==> src/rtl/pc_seq_pkg.sv <==
// Shared definitions for the fetch sequencer: datapath width, NOP encoding,
// word-alignment mask, FSM state encoding and the decode-facing output bundle.
package pc_seq_pkg;
  localparam int              XLEN       = 32;
  localparam logic [XLEN-1:0] NOP_INSTR  = 32'h0000_0013;
  localparam logic [XLEN-1:0] ALIGN_MASK = 32'hFFFF_FFFC;

  typedef enum logic [1:0] {BOOT, FETCH, HOLD, DRAIN} fetch_state_e;

  // Everything decode sees alongside if_valid.
  typedef struct packed {
    logic [XLEN-1:0] instr;
    logic [XLEN-1:0] pc;
    logic [XLEN-1:0] pc_plus4;
  } if_out_t;
endpackage

==> src/rtl/pc_incrementer.sv <==
// Combinational PC + 4 (modulo 2^XLEN).
//   pc_i        current PC
//   pc_plus4_o  pc_i + 4, wraps 32'hFFFF_FFFC -> 32'h0
module pc_incrementer
  import pc_seq_pkg::*;
(
  input  logic [XLEN-1:0] pc_i,
  output logic [XLEN-1:0] pc_plus4_o
);
  assign pc_plus4_o = pc_i + 32'd4;
endmodule

==> src/rtl/pc_fetch_sequencer.sv <==
// PC owner and instruction-fetch sequencer between imem and decode.
//   clk/reset_n                      clock, async active-low reset
//   redirect_valid/redirect_target   taken branch/jump from execute
//   trap_valid/trap_vector           trap entry (wins over redirect)
//   imem_req/imem_addr               fetch request, held until imem_ack
//   imem_ack/imem_rdata              fetch completion and instruction word
//   if_valid/if_instr/if_pc/
//   if_pc_plus4/if_ready             one-entry valid/ready output to decode
//   misalign_err                     pulse after a misaligned redirect target
module pc_fetch_sequencer
  import pc_seq_pkg::*;
#(
  parameter logic [XLEN-1:0] RESET_VECTOR = 32'h0000_0000
) (
  input  logic            clk,
  input  logic            reset_n,
  input  logic            redirect_valid,
  input  logic [XLEN-1:0] redirect_target,
  input  logic            trap_valid,
  input  logic [XLEN-1:0] trap_vector,
  output logic            imem_req,
  output logic [XLEN-1:0] imem_addr,
  input  logic            imem_ack,
  input  logic [XLEN-1:0] imem_rdata,
  output logic            if_valid,
  output logic [XLEN-1:0] if_instr,
  output logic [XLEN-1:0] if_pc,
  output logic [XLEN-1:0] if_pc_plus4,
  input  logic            if_ready,
  output logic            misalign_err
);
  localparam if_out_t OUT_RST = '{instr: NOP_INSTR, pc: '0, pc_plus4: '0};

  fetch_state_e    state_q, state_d;
  logic [XLEN-1:0] pc_q, pc_d;
  logic [XLEN-1:0] pending_q, pending_d;
  if_out_t         out_q, out_d;
  logic            valid_q, valid_d;
  logic            mis_q, mis_d;

  logic            redir;
  logic [XLEN-1:0] new_pc;
  logic [XLEN-1:0] pc_plus4;

  pc_incrementer u_inc (.pc_i(pc_q), .pc_plus4_o(pc_plus4));

  assign redir  = trap_valid | redirect_valid;
  assign new_pc = (trap_valid ? trap_vector : redirect_target) & ALIGN_MASK;

  always_comb begin
    state_d   = state_q;
    pc_d      = pc_q;
    pending_d = pending_q;
    out_d     = out_q;
    valid_d   = valid_q;
    // Trap vectors are silently aligned; only branch targets report.
    mis_d     = redirect_valid & ~trap_valid & (|redirect_target[1:0]);
    unique case (state_q)
      BOOT: begin
        state_d = FETCH;
        if (redir) pc_d = new_pc;
      end
      FETCH: begin
        if (redir) begin
          // A live request is never withdrawn; park the target and drain it.
          if (imem_ack) pc_d = new_pc;
          else begin
            pending_d = new_pc;
            state_d   = DRAIN;
          end
        end else if (imem_ack) begin
          out_d   = '{instr: imem_rdata, pc: pc_q, pc_plus4: pc_plus4};
          valid_d = 1'b1;
          pc_d    = pc_plus4;
          state_d = HOLD;
        end
      end
      HOLD: begin
        if (redir) begin
          pc_d    = new_pc;
          state_d = FETCH;
        end else if (if_ready) begin
          valid_d = 1'b0;
          state_d = FETCH;
        end
      end
      DRAIN: begin
        if (redir) pending_d = new_pc;
        if (imem_ack) begin
          // Stale response dropped; latest redirect wins.
          pc_d    = redir ? new_pc : pending_q;
          state_d = FETCH;
        end
      end
      default: state_d = BOOT;
    endcase
    // Flush: anything handshaked this cycle was already taken by decode.
    if (redir) valid_d = 1'b0;
  end

  always_ff @(posedge clk or negedge reset_n) begin
    if (!reset_n) begin
      state_q   <= BOOT;
      pc_q      <= RESET_VECTOR;
      pending_q <= '0;
      out_q     <= OUT_RST;
      valid_q   <= 1'b0;
      mis_q     <= 1'b0;
    end else begin
      state_q   <= state_d;
      pc_q      <= pc_d;
      pending_q <= pending_d;
      out_q     <= out_d;
      valid_q   <= valid_d;
      mis_q     <= mis_d;
    end
  end

  // Request side depends on registered state only.
  assign imem_req     = (state_q == FETCH) || (state_q == DRAIN);
  assign imem_addr    = pc_q;
  assign if_valid     = valid_q;
  assign if_instr     = out_q.instr;
  assign if_pc        = out_q.pc;
  assign if_pc_plus4  = out_q.pc_plus4;
  assign misalign_err = mis_q;
endmodule

==> config.mk <==
export PLATFORM = sky130hd
export DESIGN_NAME = pc_fetch_sequencer
export DESIGN_NICKNAME = d
export VERILOG_FILES = /design/src/rtl/pc_seq_pkg.sv /design/src/rtl/pc_incrementer.sv /design/src/rtl/pc_fetch_sequencer.sv
export SDC_FILE = /design/constraint.sdc
export NUM_CORES = 1
export LEC_CHECK = 0
export CORE_MARGIN = 8
export CORE_UTILIZATION = 48
export DETAILED_ROUTE_END_ITERATION = 8
export GPL_ROUTABILITY_DRIVEN = 0
export PLACE_DENSITY = 0.81
export SLEW_MARGIN = 20
export SYNTH_ARGS = -nofsm -noshare
export SYNTH_HDL_FRONTEND = slang
export SYNTH_SLANG_ARGS = --single-unit
==> constraint.sdc <==
create_clock -name clk -period 3.8 [get_ports clk]
set_input_delay 0.57 -clock clk [delete_from_list [all_inputs] [get_ports clk]]
set_output_delay 0.57 -clock clk [all_outputs]
set_load 0.01 [all_outputs]
# ---- After elaboration in Yosys (flattened, before gate mapping)
# Cells that the tools add are included.
dict set report totals {
  regBits 164
  in_bits 102
  output_inout_bits 131
  wordCells 58
}
dict set report classes {
  addsub 1
  n_eq_ne 11
  mux 22
  n_bitwise 5
  reduce_logical 11
}
# cell n
set ops {}
lappend ops {{$mux W32} 9}
lappend ops {{$pmux W32 S3} 1}
lappend ops {{$pmux W32 S2} 1}
lappend ops {{$add A32 B3 Y32 const B} 1}
lappend ops {{$mux W2} 6}
lappend ops {{$reduce_and A3 Y1} 4}
lappend ops {{$ne A3 B3 Y1 const B} 3}
lappend ops {{$ne A2 B2 Y1 const B} 4}
lappend ops {{$pmux W2 S4} 1}
lappend ops {{$eq A2 B2 Y1 const B} 2}
lappend ops {{$reduce_and A4 Y1} 1}
lappend ops {{$reduce_or A2 Y1} 2}
lappend ops {{$mux W1} 3}
lappend ops {{$reduce_bool A3 Y1} 1}
lappend ops {{$and A1 B1 Y1} 2}
lappend ops {{$eq A2 B1 Y1 const B} 1}
lappend ops {{$logic_not A2 Y1} 1}
lappend ops {{$ne A2 B1 Y1 const B} 1}
lappend ops {{$not A1 Y1} 2}
lappend ops {{$pmux W1 S2} 1}
lappend ops {{$reduce_bool A2 Y1} 1}
lappend ops {{$logic_or A1 B1 Y1} 1}
lappend ops {{$or A1 B1 Y1} 1}

# ---- Logic depth before layout (Yosys ltp)
# Gate-level depths: netlist of run 1.
dict set report logic_depth {
  ltp_word 4
  depth_mapped 9
}

# ---- Hierarchy
# Synthesis of run 1 repeated with hierarchy kept, for this count alone.
dict set report unflattened {
  hier_cells 605
  hier_area_um2 8066.5
}
# module n_inst cells_each area_per_inst_um2
set by_module_without_submodules {}
lappend by_module_without_submodules {pc_fetch_sequencer 1 522 7485.9}
lappend by_module_without_submodules {pc_incrementer 1 83 580.6}

# ---- Least setup slack after synthesis of run 1
# No wires, ideal clock.
dict set report synth_timing {
  path_kind {input to register}
  startpoint {input redirect_valid}
  endpoint {register pc_q[18], in the netlist imem_addr[18]}
  setup_time_ns 0.123
  t_arrival_ns 2.100
  setup_slack_ns 1.577
  cell_stages 7
  cell_sequence {clkbuf_1 or2_2 clkbuf_1 or3_1 clkbuf_1 buf_2 o221a_1}
}
dict set report synth_via {
  elab_chain_cells 4
}
# element line
set synth_rtl {}
lappend synth_rtl {{start: declaration} pc_fetch_sequencer.sv:17} ;# input logic redirect_valid,
lappend synth_rtl {{$or A1 B1 Y1 *} pc_fetch_sequencer.sv:47} ;# assign redir = trap_valid | redirect_valid;
lappend synth_rtl {{$mux W32} -}
lappend synth_rtl {{$mux W32} pc_fetch_sequencer.sv:89} ;# if (imem_ack) begin
lappend synth_rtl {{$pmux W32 S3} pc_fetch_sequencer.sv:58} ;# unique case (state_q)
lappend synth_rtl {{end signal: assignment} pc_fetch_sequencer.sv:111} ;# pc_q <= pc_d;
lappend synth_rtl {{end: declaration} pc_fetch_sequencer.sv:35} ;# logic [XLEN-1:0] pc_q, pc_d;
# Mark *: on every way between the ends. The rest lies on a longest branch, timed or not. The select of a mux whose other input is x is not followed.
# A chain may end at the register's enable or synchronous reset.

# ---- Worst setup path in the final report of run 1
dict set report layout_timing {
  startpoint {register pc_q[2], in the netlist imem_addr[2]}
  endpoint {register pc_q[18], in the netlist imem_addr[18]}
}
dict set report layout_via {
  elab_chain_cells 4
}
# element line
set layout_rtl {}
lappend layout_rtl {{$add A32 B3 Y32} pc_incrementer.sv:10} ;# assign pc_plus4_o = pc_i + 32'd4;
lappend layout_rtl {{$mux W32} pc_fetch_sequencer.sv:71} ;# end else if (imem_ack) begin
lappend layout_rtl {{$mux W32} pc_fetch_sequencer.sv:64} ;# if (redir) begin
lappend layout_rtl {{$pmux W32 S3} pc_fetch_sequencer.sv:58}
# No other way between the ends. The select of a mux whose other input is x is not followed.

==> flow_metrics.env, run 1 <==
export IMPL_ir_drop_mv=0.351
export IMPL_required_ns=4.16
export IMPL_synth_edf_count=0
export IMPL_hp_class="in2async"
export IMPL_outcome="finished clean"
export IMPL_synth_seq_area_share_pct=51.7
export IMPL_drt_iter0_drc=922
export IMPL_antenna_found_initial=0
export IMPL_hold_viol=0
export IMPL_cts_tree="done"
export IMPL_dp_final_hpwl_um=18400
export IMPL_tightestPinTransition_ns=1.01
export IMPL_synth_area_um2=7850
export IMPL_dr_pass1_iters=6
export IMPL_grt_first_pass_wirelength_um=38900
export IMPL_synthCells=899
export IMPL_cts_root_buf="clkbuf_16"
export IMPL_numCtsBuffers=17
export IMPL_tns_ns=0
export IMPL_hold_ws_ns=0.191
export IMPL_cts_setup_buffers=0
export IMPL_ys_types=53
export IMPL_core_region_area_um2=15900
export IMPL_grt_pass1_vias=7118
export IMPL_diodes=0
export IMPL_grt_use_total_pct=24.1
export IMPL_rows=46
export IMPL_fin_skew_ns=0.00830
export IMPL_path_clk_slew_ns=0.06
export IMPL_vias_per_cell=5.53
export IMPL_async_flop_share_pct=100
export IMPL_synthFlopType="dfrtp_1"
export IMPL_grt_max_degree=85
export IMPL_maxSlewHeadroom_pct=32.5
export IMPL_overflow=0
export IMPL_power_density_nw_per_um2=557
export IMPL_start_util_pct=49.2
export IMPL_insertion_delay_ns=0.43
export IMPL_maxSlewViolCount=0
export IMPL_via_count=7323
export IMPL_synth_fp_nets=1002
export IMPL_dp_cells=1293
export IMPL_fin_crit_sh_pct=71.8
export IMPL_finalSetupViolCount=0
export IMPL_leakage_uw=0.00482
export IMPL_fmax_ghz=0.367
export IMPL_h_tree_depth=4
export IMPL_cts_hold_fix_buffers=0
export IMPL_port_buffers=230
export IMPL_setup_worst_path_class="reg2reg"
export IMPL_nets=1199
export IMPL_drc=0
export IMPL_ys_warn_count=0
export IMPL_startpoint_type="register"
export IMPL_syn_avg_cell_area_um2=8.73
export IMPL_cts_repair_resized=0
export IMPL_r2r_start="imem_addr[2]$_DFFE_PN0P_"
export IMPL_synthToLayoutAreaGrowth_pct=39.5
export IMPL_die_area_um2=20700
export IMPL_clockBufferDepth=2
export IMPL_critical_path_peak_fanout=10
export IMPL_wire_per_inst_um=18.8
export IMPL_rsz0062_at_grt="false"
export IMPL_maxCapViolations=0
export IMPL_clock_sinks=162
export IMPL_crit_path_end_kind="register"
export IMPL_wirelength_um=24900
export IMPL_ios=233
export IMPL_finalNonFillerCells=1325
export IMPL_die_width_um=144
export IMPL_die_h_um=144
export IMPL_final_layout_size_suffix_gt1_share_pct=5.59
export IMPL_period_minus_slack_ns=2.73
export IMPL_startpoint="imem_addr[2]$_DFFE_PN0P_"
export IMPL_arrival_ns=3.09
export IMPL_drtAntennaViolNets=0
export IMPL_synth_seq_cells=162
==> sequential cells by signal, indices dropped and copies added (netlist names) <==
name          count
if_instr         32
imem_addr        32
pending_q        32
if_pc            32
if_valid          1
if_pc_plus4      30
state_q           2
misalign_err      1
==> kinds of logic (layout without fill, tap and decap cells) <==
| group | after synthesis | count (layout) | synth area share, % |
|---|---|---|---|
| buffers and inverters | 83 | 293 | 4.43 |
| XOR/XNOR | 25 | 25 | 2.79 |
| multiplexers | 33 | 33 | 4.21 |
| AND/OR/NAND/NOR | 384 | 384 | 20.9 |
| flip-flops | 162 | 162 | 51.7 |
| AO/OA/AOI/OAI | 211 | 211 | 15.8 |
| adder cells (fa/ha/maj) | 1 | 1 | 0.159 |
==> cells in the mapped netlist (3+ instances only) <==
cell | n | area, µm²
buf_2 | 14 | 70.1
and3_1 | 5 | 31.3
nor2b_1 | 3 | 18.8
dfrtp_1 | 159 | 3980
nand4_1 | 15 | 93.8
clkbuf_1 | 52 | 195
a21o_1 | 3 | 22.5
xnor2_1 | 11 | 96.3
mux2i_1 | 33 | 330
or4_1 | 4 | 30.0
buf_4 | 5 | 37.5
inv_1 | 9 | 33.8
o22ai_1 | 15 | 93.8
a21oi_1 | 58 | 290
o221ai_1 | 13 | 114
nor4_1 | 3 | 18.8
o21a_1 | 3 | 22.5
nand3_1 | 12 | 60.1
nand2b_1 | 3 | 18.8
and4_1 | 3 | 26.3
xor2_1 | 14 | 123
dfstp_2 | 3 | 78.8
or3_1 | 4 | 25.0
o21ai_0 | 90 | 450
nor2_1 | 34 | 128
and2_1 | 5 | 31.3
nor3_1 | 13 | 65.1
nand2_1 | 271 | 1020
a311oi_1 | 3 | 26.3
a32o_1 | 4 | 40.0
a211oi_1 | 5 | 37.5
==> routing by layer <==
layer / track usage [%] / part of all wire, % / up-vias
met3: 6.07 / 9.6 / 34
met2: 37.0 / 45 / 355
met5: 0 / 0 / -
met1: 32.8 / 43 / 3449
met4: 7.86 / 2.0 / 0
li1: - / - / 3485
==> where the power goes <==
group | leakage, µW | total (µW) | internal (µW) | switching, µW
Combinational | 0.00254 | 1830 | 954 | 874
Sequential | 0.00198 | 2470 | 2130 | 339
Clock | 0.000300 | 1800 | 1090 | 710
==> path summary, 6_finish.rpt <==
check	to	slack, ns	depth (start not counted)
max in group asynchronous	if_instr[18]$_DFFE_PN0P_	2.76	2
min in group clk	if_instr[0]$_DFFE_PN1P_	0.47	2
min	pending_q[3]$_DFFE_PN0P_	0.19	1
max	imem_addr[18]$_DFFE_PN0P_	1.07	6
min reg2reg	if_instr[0]$_DFFE_PN1P_	0.47	2
max reg2reg	imem_addr[18]$_DFFE_PN0P_	1.07	6
==> stage by stage <==
stage               power [µW]  setup WS (ns)  util (%)  cell area (µm²)
floorplan                 3170           1.58         -             7850
global placement          4260          0.827      64.8            10300
detailed placement        4320          0.810      64.8            10300
CTS                       6130           1.12      68.7            11000
global route              6390          0.998      68.7            11000
finish                    6100           1.07      68.7            11000
==> placed cells by master, fill, tap and decap left out, drive strengths merged, types with 3 or more instances in the layout <==
cell type / n
xnor2: 11
nand4: 16
a21oi: 58
buf: 22
clkdlybuf4s50: 228
a32o: 4
nand2b: 3
clkbuf: 21
o21ai: 90
o221ai: 13
nor4: 4
nor3: 13
nor2b: 3
o21a: 3
nor2: 34
mux2i: 33
a211oi: 5
and4: 3
dfrtp: 159
a311oi: 3
or4: 4
bufinv: 3
nand2: 271
a21o: 3
nand3: 12
xor2: 14
or3: 4
inv: 12
and3: 5
dfstp: 3
clkinv: 5
o22ai: 15
and2: 6
==> area by class of cell <==
| cell class | instances | area (µm²) |
|---|---|---|
| timing repair buffer | 250 | 2500 |
| inverter | 11 | 41.3 |
| fill | 1276 | 4990 |
| clock inverter | 11 | 150 |
| multi-input combinational | 654 | 3460 |
| tap | 216 | 270 |
| clock buffer | 21 | 470 |
| sequential | 162 | 4060 |
==> critical path, stage by stage, from the launching register on <==
cell,delay [ns]
dfrtp_1,0.63
ha_1,0.31
nand4_1,0.21
or4_1,0.70
or3_1,0.42
a21oi_1,0.19
o221a_1,0.19
No activity file was read; power rests on OpenSTA's default activity.
==> run 2, diff against run 1 <==
CORE_UTILIZATION = 43   (was 48)
PLACE_DENSITY = 0.77   (was 0.81)
clock period = 2.3 ns   (was 3.8 ns; I/O delays follow)
==> flow_metrics.env, run 2 (synthesis results as in run 1) <==
export IMPL_maxCapViolations=0
export IMPL_wirelength_um=25600
export IMPL_startpoint_type="register"
export IMPL_numCtsBuffers=17
export IMPL_grt_first_pass_wirelength_um=39700
export IMPL_leakage_uw=0.00505
export IMPL_crit_buf_inv=1
export IMPL_path_clk_slew_ns=0.06
export IMPL_via_count=7465
export IMPL_clockBufferDepth=2
export IMPL_placed_area_um2=10700
export IMPL_switchingPower_uw=3160
export IMPL_hold_viol=0
export IMPL_r2r_start="imem_addr[2]$_DFFE_PN0P_"
export IMPL_crit_path_end_kind="output pin"
export IMPL_crit_chain="clkdlybuf4s50_1"
export IMPL_insertion_delay_ns=0.43
export IMPL_final_layout_size_suffix_gt1_share_pct=9.18
export IMPL_dp_final_hpwl_um=19300
export IMPL_antenna_found_initial=0
export IMPL_die_area_um2=22800
export IMPL_r2r_end="imem_addr[18]$_DFFE_PN0P_"
export IMPL_cts_tree="done"
export IMPL_maxSlewViolCount=0
export IMPL_critical_path_peak_fanout=20
export IMPL_fin_skew_ns=0.00839
export IMPL_tightestPinTransition_ns=0.598
export IMPL_dr_pass1_iters=7
export IMPL_synthToLayoutAreaGrowth_pct=44.8
export IMPL_drt_iter0_drc=757
export IMPL_die_width_um=151
export IMPL_n_fill_cell=1502
export IMPL_h_tree_depth=4
export IMPL_stdcell_area_um2=11400
export IMPL_ir_drop_mv=0.541
export IMPL_pwr_share_clk_pct=30.1
export IMPL_power_density_nw_per_um2=914
export IMPL_slowest_delay_ns=0.72
export IMPL_overflow=0
export IMPL_fin_crit_sh_pct=94.1
export IMPL_pre_cts_ws_ns=0.0473
export IMPL_reg2reg_depth=6
export IMPL_outcome="finished clean"
export IMPL_p_seq_share_pct=37.9
export IMPL_port_buffers=230
export IMPL_arrival_ns=1.82
export IMPL_start_util_pct=43.7
export IMPL_grt_use_total_pct=22.3
export IMPL_drtAntennaViolNets=0
export IMPL_fmax_ghz=0.462
export IMPL_die_h_um=151
export IMPL_rows=49
export IMPL_rsz0062_at_grt="false"
export IMPL_diodes=0
export IMPL_fin_ws_ns=0.135
export IMPL_regToRegSetupSlack_ns=0.14
export IMPL_internal_power_uw=7230
export IMPL_grt_pass1_vias=7256
export IMPL_wire_per_inst_um=18.5
export IMPL_cp_top_family="flip-flops"
export IMPL_required_ns=1.96
export IMPL_layout_common_cells="nand2_1, clkdlybuf4s50_1, dfrtp_1"
export IMPL_power_frac_comb_pct=32.0
export IMPL_period_minus_slack_ns=2.17
export IMPL_drc=0
export IMPL_crit_slowest_cell="dfrtp_1"
export IMPL_core_region_area_um2=18000
export IMPL_cts_root_buf="clkbuf_16"
export IMPL_maxSlewHeadroom_pct=60.2
export IMPL_finalSetupViolCount=0
export IMPL_nets=1245
export IMPL_ios=233
export IMPL_clock_sinks=162
export IMPL_mostFrequentLayoutCell="nand2_1"
export IMPL_grt_max_degree=95
export IMPL_tns_ns=0
export IMPL_hp_class="in2async"
export IMPL_vias_per_cell=5.39
export IMPL_p_sw_share_pct=30.4
export IMPL_setup_worst_path_class="reg2out"
run 2: cell types whose count changed in the layout (fill, tap and decap cells not counted), sizes merged, moves of 2 or more:
cell,change
clkbuf,+2
inv,-3
clkinv,-2
buf,+45
bufinv,+2
run 2: worst max path at each step:
stage	end	depth (start not counted)	slack [ns]	start
after floorplan	imem_addr[18]$_DFFE_PN0P_	7	0.11	imem_addr[3]$_DFFE_PN0P_
final	imem_req	1	0.13	state_q[0]$_DFFE_PN0P_
after global routing	imem_addr[18]$_DFFE_PN0P_	6	0.05	imem_addr[2]$_DFFE_PN0P_
after CTS	imem_addr[18]$_DFFE_PN0P_	6	0.03	imem_addr[2]$_DFFE_PN0P_
after detailed placement	imem_addr[29]$_DFFE_PN0P_	6	0.05	redirect_valid
after global placement	imem_addr[27]$_DFFE_PN0P_	6	0.09	redirect_valid
run 2: per-stage QoR:
| step | util, % | hold slack (ns) | power, µW | std cells |
|---|---|---|---|---|
| final | 63.3 | 0.392 | 10400 | 1384 |
| after global routing | 63.3 | 0.414 | 10900 | 1384 |
| after CTS | 63.3 | 0.395 | 10500 | 1384 |
| after detailed placement | 59.6 | 0.286 | 7310 | 1351 |
| after global placement | 59.6 | 0.282 | 7210 | 1351 |
| after floorplan | - | 0.0494 | 5240 | 899 |
run 2: what timing repair did:
action	4_1_cts	5_1_grt
hold endpoints to repair	38	0
gates resized for setup	0	1
buffers inserted	0	0
hold buffers	1	0
endpoints found under the setup margin	0	1
run 2: power groups by stage:
stage	clock network, µW	registers [µW]	logic (µW)
floorplan	0	4230	1010
global placement	0	3940	3260
detailed placement	0	3990	3330
CTS	3170	3940	3340
global route	3280	4040	3590
finish	3130	3940	3320
run 2: layout make-up:
type	count	area [µm²]	share of cell area, %
well taps	229	287	2.52
clock inverters	9	178	1.56
inverters	11	41.3	0.363
flip-flops and latches	162	4060	35.7
multi-input cells	654	3470	30.5
clock buffers	23	478	4.20
repair buffers	296	2860	25.2
run 2: layer usage:
layer	wire, µm	track usage, %	up-vias
met1	11400	31.0	3532
met4	379	6.98	0
met2	11600	34.2	326
met3	2130	4.96	29
li1	-	-	3578
met5	0	0	-
==> run 3, diff against run 2 <==
CAP_MARGIN = 5   (was not set)
GPL_TIMING_DRIVEN = 0   (was not set)
SLEW_MARGIN = 30   (was 20)
==> flow_metrics.env, run 3 (synthesis results as in run 1) <==
export IMPL_grt_pass1_vias=7339
export IMPL_rsz0062_at_grt="true"
export IMPL_maxSlewViolCount=0
export IMPL_tightestPinTransition_ns=0.946
export IMPL_path_clk_slew_ns=0.06
export IMPL_antenna_found_initial=0
export IMPL_die_area_um2=22800
export IMPL_critical_path_peak_fanout=6
export IMPL_clock_sinks=162
export IMPL_power_uw=10500
export IMPL_ir_drop_mv=0.540
export IMPL_stdcell_area_um2=11300
export IMPL_die_h_um=151
export IMPL_pre_cts_ws_ns=-0.635
export IMPL_power_density_nw_per_um2=928
export IMPL_required_ns=2.58
export IMPL_placed_area_um2=10500
export IMPL_dp_final_hpwl_um=20700
export IMPL_numCtsBuffers=17
export IMPL_drtAntennaViolNets=0
export IMPL_final_layout_size_suffix_gt1_share_pct=7.04
export IMPL_overflow=0
export IMPL_hp_class="in2async"
export IMPL_h_tree_depth=4
export IMPL_fin_ws_ns=0.0479
export IMPL_cts_tree="done"
export IMPL_wire_per_inst_um=19.2
export IMPL_core_region_area_um2=18000
export IMPL_outcome="finished clean"
export IMPL_grt_use_total_pct=23.3
export IMPL_port_buffers=229
export IMPL_layout_common_cells="nand2_1, clkdlybuf4s50_1, dfrtp_1"
export IMPL_grt_first_pass_wirelength_um=40700
export IMPL_period_minus_slack_ns=2.25
export IMPL_fmax_ghz=0.444
export IMPL_drc=0
export IMPL_start_util_pct=43.7
export IMPL_nets=1254
export IMPL_finalSetupViolCount=0
export IMPL_fin_crit_sh_pct=97.9
export IMPL_maxCapViolations=0
export IMPL_startpoint_type="input pin"
export IMPL_insertion_delay_ns=0.43
export IMPL_setup_worst_path_class="in2reg"
export IMPL_mostFrequentLayoutCell="nand2_1"
export IMPL_maxSlewHeadroom_pct=36.3
export IMPL_fin_skew_ns=0.0111
export IMPL_dr_pass1_iters=5
export IMPL_synthToLayoutAreaGrowth_pct=43.5
export IMPL_crit_path_end_kind="register"
export IMPL_diodes=0
export IMPL_cts_root_buf="clkbuf_16"
export IMPL_arrival_ns=2.53
export IMPL_clockBufferDepth=2
export IMPL_drt_iter0_drc=742
export IMPL_leakage_uw=0.00495
export IMPL_hold_viol=0
export IMPL_wirelength_um=26700
export IMPL_grt_max_degree=66
export IMPL_via_count=7567
export IMPL_reg2reg_depth=7
export IMPL_ios=233
export IMPL_die_width_um=151
export IMPL_hold_ws_ns=0.403
export IMPL_rows=49
export IMPL_vias_per_cell=5.43
-- run 3: report_power, final --
| part | switching [µW] | internal (µW) |
|---|---|---|
| sequential | 505 | 3520 |
| combinational | 1550 | 1610 |
| clock | 1140 | 2120 |
-- run 3: critical path, cell delays in order --
cell,delay (ns)
clkdlybuf4s50_1,0.47
or2_2,0.30
clkbuf_1,0.17
o21ai_0,0.77
a21oi_1,0.07
o21ai_0,0.30
a211oi_1,0.10
-- run 3: layout make-up --
type / count / area (µm²)
plain buffers: 69 / 310
clock buffers: 22 / 474
repair buffers: 236 / 2390
inverters: 11 / 45.0
clock inverters: 10 / 204
multi-input cells: 654 / 3490
fillers: 1525 / 6700
flip-flops and latches: 162 / 4060
well taps: 229 / 287
-- run 3: metal layers --
layer,GRT usage [%],routed length [µm]
met2,36.9,12200
met5,0,0
met1,31.2,11600
met4,7.67,525
met3,4.96,2370
-- run 3: final timing paths --
check | from | endpoint | slack (ns)
worst max-delay path | trap_valid | imem_addr[13]$_DFFE_PN0P_ | 0.05
worst min-delay path | reset_n | misalign_err$_DFF_PN0_ | 0.40
worst max register to register | imem_addr[3]$_DFFE_PN0P_ | if_pc_plus4[26]$_DFFE_PN0P_ | 0.06
worst min register to register | if_instr[1]$_DFFE_PN1P_ | if_instr[1]$_DFFE_PN1P_ | 0.46
max in group asynchronous | reset_n | if_instr[1]$_DFFE_PN1P_ | 0.90
min in group clk | imem_rdata[0] | if_instr[0]$_DFFE_PN1P_ | 0.42
-- run 3: metrics by stage --
step | cells | utilization, % | setup TNS [ns]
4_1_cts | 1390 | 62.3 | 0
3_5_place_dp | 1359 | 58.4 | -43.83
2_1_floorplan | 899 | - | 0
5_1_grt | 1393 | 62.7 | -0.0228
6_report | 1393 | 62.7 | 0
3_3_place_gp | 1357 | 58.1 | -962.98
-- run 3: timing repair --
| item | CTS | global route |
|---|---|---|
| hold buffers | 1 | 0 |
| gates cloned | 0 | 0 |
| gates resized for setup | 5 | 25 |
| buffers inserted | 1 | 3 |
| endpoints found under the setup margin | 25 | 25 |
| endpoints found under the hold margin | 45 | 0 |
| pin swaps | 1 | 1 |
==> patch 1, RTL diff (config.mk and constraints of run 3) <==
Add an input register stage for `redirect_target`; this delays it by one clock. The other inputs are not delayed to match.
--- a/src/rtl/pc_fetch_sequencer.sv
+++ b/src/rtl/pc_fetch_sequencer.sv
@@ -33,2 +33,8 @@
 
+  logic [XLEN-1:0] redirect_target_q;
+
+  always_ff @(posedge clk) begin
+    redirect_target_q <= redirect_target;
+  end
+
   fetch_state_e    state_q, state_d;
@@ -47,3 +53,3 @@
   assign redir  = trap_valid | redirect_valid;
-  assign new_pc = (trap_valid ? trap_vector : redirect_target) & ALIGN_MASK;
+  assign new_pc = (trap_valid ? trap_vector : redirect_target_q) & ALIGN_MASK;
 
@@ -56,3 +62,3 @@
     // Trap vectors are silently aligned; only branch targets report.
-    mis_d     = redirect_valid & ~trap_valid & (|redirect_target[1:0]);
+    mis_d     = redirect_valid & ~trap_valid & (|redirect_target_q[1:0]);
     unique case (state_q)
Formal check against the unedited RTL: not equivalent (Yosys sat finds a counterexample within 4 cycles, from zero or initial values and one cycle with reset_n low).
==> patch 1 against run 3 <==
- sequential cell count is 32 higher
- synthesized area grew 7.0%
- die area is 6.2% higher
- worst setup slack better by 70 ps
- via count is 0.21% lower
- final cell count up 0.86%
- routed wire length up 1.8%
- design area up 3.9%
- total power is 2.8% higher
- critical path type is now flop to flop
- critical endpoint is now imem_addr[24]
- highest routed layer is now met5
==> patch 1: results (changes against run 3) <==
Unique masters post-synth=60 (+13%); synth warn=0 (unchanged); post-detail-place hpwl=20,000 um (-3.4%); Post-CTS Setup Bufs=0 (-1); Nets=1,229 (-2.0%); main area contributors after synthesis=dfrtp_1 (47%), nand2_1 (12%), dfxtp_1 (7.6%); global-route wire length before repair=42,000 um (+3.2%); gr usage total=0.223 (-0.00961); run status=finished, final reports clean; Leakage Power=0.00509 uW (+2.7%); Cell Area, Placed=0.0111 mm2 (+5.7%); fill count=1,652 (+8.3%); Vias=7,551 (-0.21%); post-place setup slack=-425 ps (+209 ps); maximum fanout along the worst path=8 (+2); share of async-settable or async-resettable flops after synthesis=0.835 (-0.165); Seq/Total Area, Yosys=0.559 (+0.0425); Arr. time, crit path=2490 ps (-40 ps); DR iter-0 viols=655 (-12%); first drt pass iteration count=5 (unchanged); HP Class=input pin to flop; Mapped Nets=978 (-2.4%); Setup Skew=9.48 ps (-1.64 ps); total wire length=27,200 um (+1.8%); VDD IR max=0.000589 V (+9.1%); worst slew pin tran=857 ps (-88.8 ps); initial antenna violation count=2 (+2); commonest cells in the netlist=nand2_1 (268), dfrtp_1 (159), o21ai_0 (55); pin count of the biggest net entering global routing=59 (-11%); fraction of layout cells with a size suffix above 1=0.0860 (+0.0156)
[patch 1: changes by cell type after synthesis, sizes merged, moves of 5 or more]
cell,delta
a211oi,+5
a21oi,-17
buf,+7
clkbuf,-21
dfxtp,+32
mux2,+24
mux2i,-16
nand4,-6
nor2,-8
o21ai,-23
xnor2,+6
[patch 1: cell type report]
class | instances | area share
multi-input combinational | 615 | 0.292
inverter | 8 | 0.00257
sequential | 194 | 0.401
buffer | 58 | 0.0230
antenna | 1 | 0.000214
tap | 265 | 0.0283
clock buffer | 20 | 0.0399
timing repair buffer | 232 | 0.202
clock inverter | 12 | 0.0112
[patch 1: where the power goes]
part / switching (uW) / leakage, uW / internal [uW] / total [uW]
Sequential: 535 / 0.00224 / 4100 / 4640
Clock: 1320 / 0.000290 / 1690 / 3010
Combinational: 1490 / 0.00256 / 1610 / 3100
Total: 3350 / 0.00509 / 7400 / 10700
[patch 1: worst max-delay path, stage by stage (launching register included)]
cell     delay [ps]
dfrtp_1         530
ha_1            260
and4_1          390
nand3_2         200
nor3_1          330
xnor2_1         210
a21oi_1         120
[patch 1: worst paths after layout]
kind | slack, ps | depth (start not counted) | start | to
worst min-delay path | 340 | 1 | redirect_target[3] | redirect_target_q[3]
worst min register to register | 450 | 2 | redirect_target_q[0] | misalign_err
min in group asynchronous | 400 | 2 | reset_n | if_pc[21]
worst max-delay path | 120 | 6 | imem_addr[2] | imem_addr[24]
worst max register to register | 120 | 6 | imem_addr[2] | imem_addr[24]
max in group asynchronous | 960 | 4 | reset_n | if_instr[25]
[patch 1: kinds of logic after synthesis]
kind of cell	after synthesis	synth area share
AO/OA/AOI/OAI	169	0.121
XOR/XNOR	27	0.0282
adder cells (fa/ha/maj)	1	0.00149
buffers and inverters	66	0.0353
flip-flops	194	0.559
multiplexers	41	0.0524
AND/OR/NAND/NOR	377	0.202
[patch 1: per-layer routing]
layer  wire (um)  share of wire  vias up  GRT usage
li1            -              -     3484          -
met1       11000           0.40     3615      0.279
met2       12700           0.47      396      0.351
met3        2820           0.10       54     0.0765
met4         735          0.027        2     0.0864
met5          10        0.00037        -          0
[patch 1: timing repair]
item,in CTS,in global routing
hold endpoints to repair,45,0
gates resized for setup,0,6
hold buffers,1,0
endpoints found under the setup margin,0,31
[patch 1: per-stage QoR]
stage / instances / utilization
after CTS: 1404 / 0.605
after global placement: 1369 / 0.570
after global routing: 1404 / 0.605
after detailed placement: 1371 / 0.573
after floorplan: 875 / -
final: 1405 / 0.605
==> patch 2, RTL diff (config.mk and constraints of run 3) <==
Without the edit above. `XLEN`: 32 -> 64.
--- a/src/rtl/pc_seq_pkg.sv
+++ b/src/rtl/pc_seq_pkg.sv
@@ -3,3 +3,3 @@
 package pc_seq_pkg;
-  localparam int              XLEN       = 32;
+  localparam int              XLEN       = 64;
   localparam logic [XLEN-1:0] NOP_INSTR  = 32'h0000_0013;
Ports: changed (7 resized); port bits go from 233 to 457. No check against the original RTL was run, so the function may have changed too.
==> patch 2 against run 3 <==
- count of clock-buffer cells in the layout is 32 higher
- total power is 64% higher
- worst setup slack worse by 39 ps
- first-iteration DRC count is 82% higher
- clock power is 71% higher
- design area is 91% higher
- synthesized cell count is 86% higher
- sequential cell count is 160 higher
- routed wire length is 110% higher
- synthesized area is 91% higher
- critical path depth stayed put
==> patch 2: results (changes against run 3) <==
vias in the first global route=14,800 (+100%); post-synthesis xor/xnor area fraction=0.0350 (+0.00711); global-route wire length before repair=86,200 um (+110%); Setup Skew=25.7 ps (+14.6 ps); metal3 WL=5920 um (+150%); pin count of the biggest net entering global routing=68 (+3.0%); initial antenna violation count=1 (+1); Unique masters post-synth=66 (+25%); post-detail-place hpwl=42,300 um (+100%); DR iter-0 viols=1,349 (+82%); post-place setup slack=-1290 ps (-655 ps); met2 Use GR=0.421 (+0.0517); gr usage total=0.265 (+0.0326); drt via density=5.61 (+3.3%); met1 WL=21,800 um (+87%); Period minus WS final=2290 ps (+38.9 ps); commonest cells in the netlist=nand2_1 (537), dfrtp_1 (319), o21ai_0 (150); Nets=2,323 (+85%); reg2reg start=imem_addr[7]; fraction of layout cells with a size suffix above 1=0.130 (+0.0591); VDD IR max=0.000647 V (+20%); Seq/Total Area, Yosys=0.537 (+0.0200); fill count=2,840 (+86%); kind of critical path=flop to flop; Arr. time, crit path=2730 ps (+200 ps); M3 GR Usage=0.0676 (+0.0180); total wire length=56,700 um (+110%); WL met2=26,300 um (+120%); CTS Buf Count=36 (+19); Post-CTS Setup Bufs=23 (+22); met1 GRT Util=0.337 (+0.0245); worst slew pin tran=646 ps (-300 ps); Leakage Power=0.00968 uW (+95%); HP Class=input pin to flop; Pint=12,000 uW (+66%); adder-cell share of the synthesized area=0.000833 (-0.000760); Clock Tree Buf Depth=3 (+1); Mapped Nets=1,867 (+86%); post-synthesis mux area share=0.0222 (-0.0198); reg-to-reg endpoint=imem_addr[61]; Cell Area, Placed=0.0196 mm2 (+87%); main area contributors after synthesis=dfrtp_1 (53%), nand2_1 (13%), o21ai_0 (5.0%); run status=finished, final reports clean; post-CTS sizing=97 (+92)
==> patch 2: cell types whose count changed in the layout (fill, tap and decap cells not counted), sizes merged, moves of 31 or more <==
cell	delta
o21ai	+63
nand2	+268
clkbuf	+56
clkdlybuf4s50	+159
dfrtp	+160
and2	+31
xnor2	+39
buf	+61
nor2	+33
==> patch 2: cell type report <==
type | instances | area [um2] | area share
well taps | 455 | 569 | 0.0265
clock buffers | 54 | 1060 | 0.0494
flip-flops and latches | 322 | 8100 | 0.377
multi-input cells | 1198 | 6580 | 0.306
plain buffers | 113 | 652 | 0.0303
diodes | 1 | 2.50 | 0.000117
repair buffers | 437 | 4390 | 0.205
clock inverters | 6 | 66.3 | 0.00309
inverters | 16 | 60.1 | 0.00280
==> patch 2: worst max-delay path: stages, from the launching register on <==
cell and delay [ps]:
dfrtp_2 470, nand4_4 220, nor3_2 290, buf_4 260, and4_4 270, nand4_1 190, o31a_1 340, o22ai_1 170
==> patch 2: power groups by stage <==
stage / sequential (uW) / clock, uW / combinational [uW]
floorplan: 7460 / 0 / 1280
global placement: 7170 / 0 / 4090
detailed placement: 7200 / 0 / 4200
CTS: 7150 / 5630 / 4290
global route: 7270 / 5860 / 4710
finish: 7160 / 5580 / 4380
==> patch 2: per-stage QoR <==
stage / setup TNS, ps / instances
final: 0 / 2602
after global routing: -433 / 2602
after CTS: 0 / 2586
after detailed placement: -272760 / 2517
after global placement: -4478310 / 2512
after floorplan: 0 / 1668
==> patch 2: worst min-delay path by stage <==
stage,cells past startpoint,slack (ps),to
after detailed placement,1,270,pending_q[20]
after CTS,4,240,state_q[1]
after floorplan,0,50,if_instr[10]
final,4,260,state_q[1]
after global routing,4,300,state_q[1]
after global placement,2,450,if_instr[0]
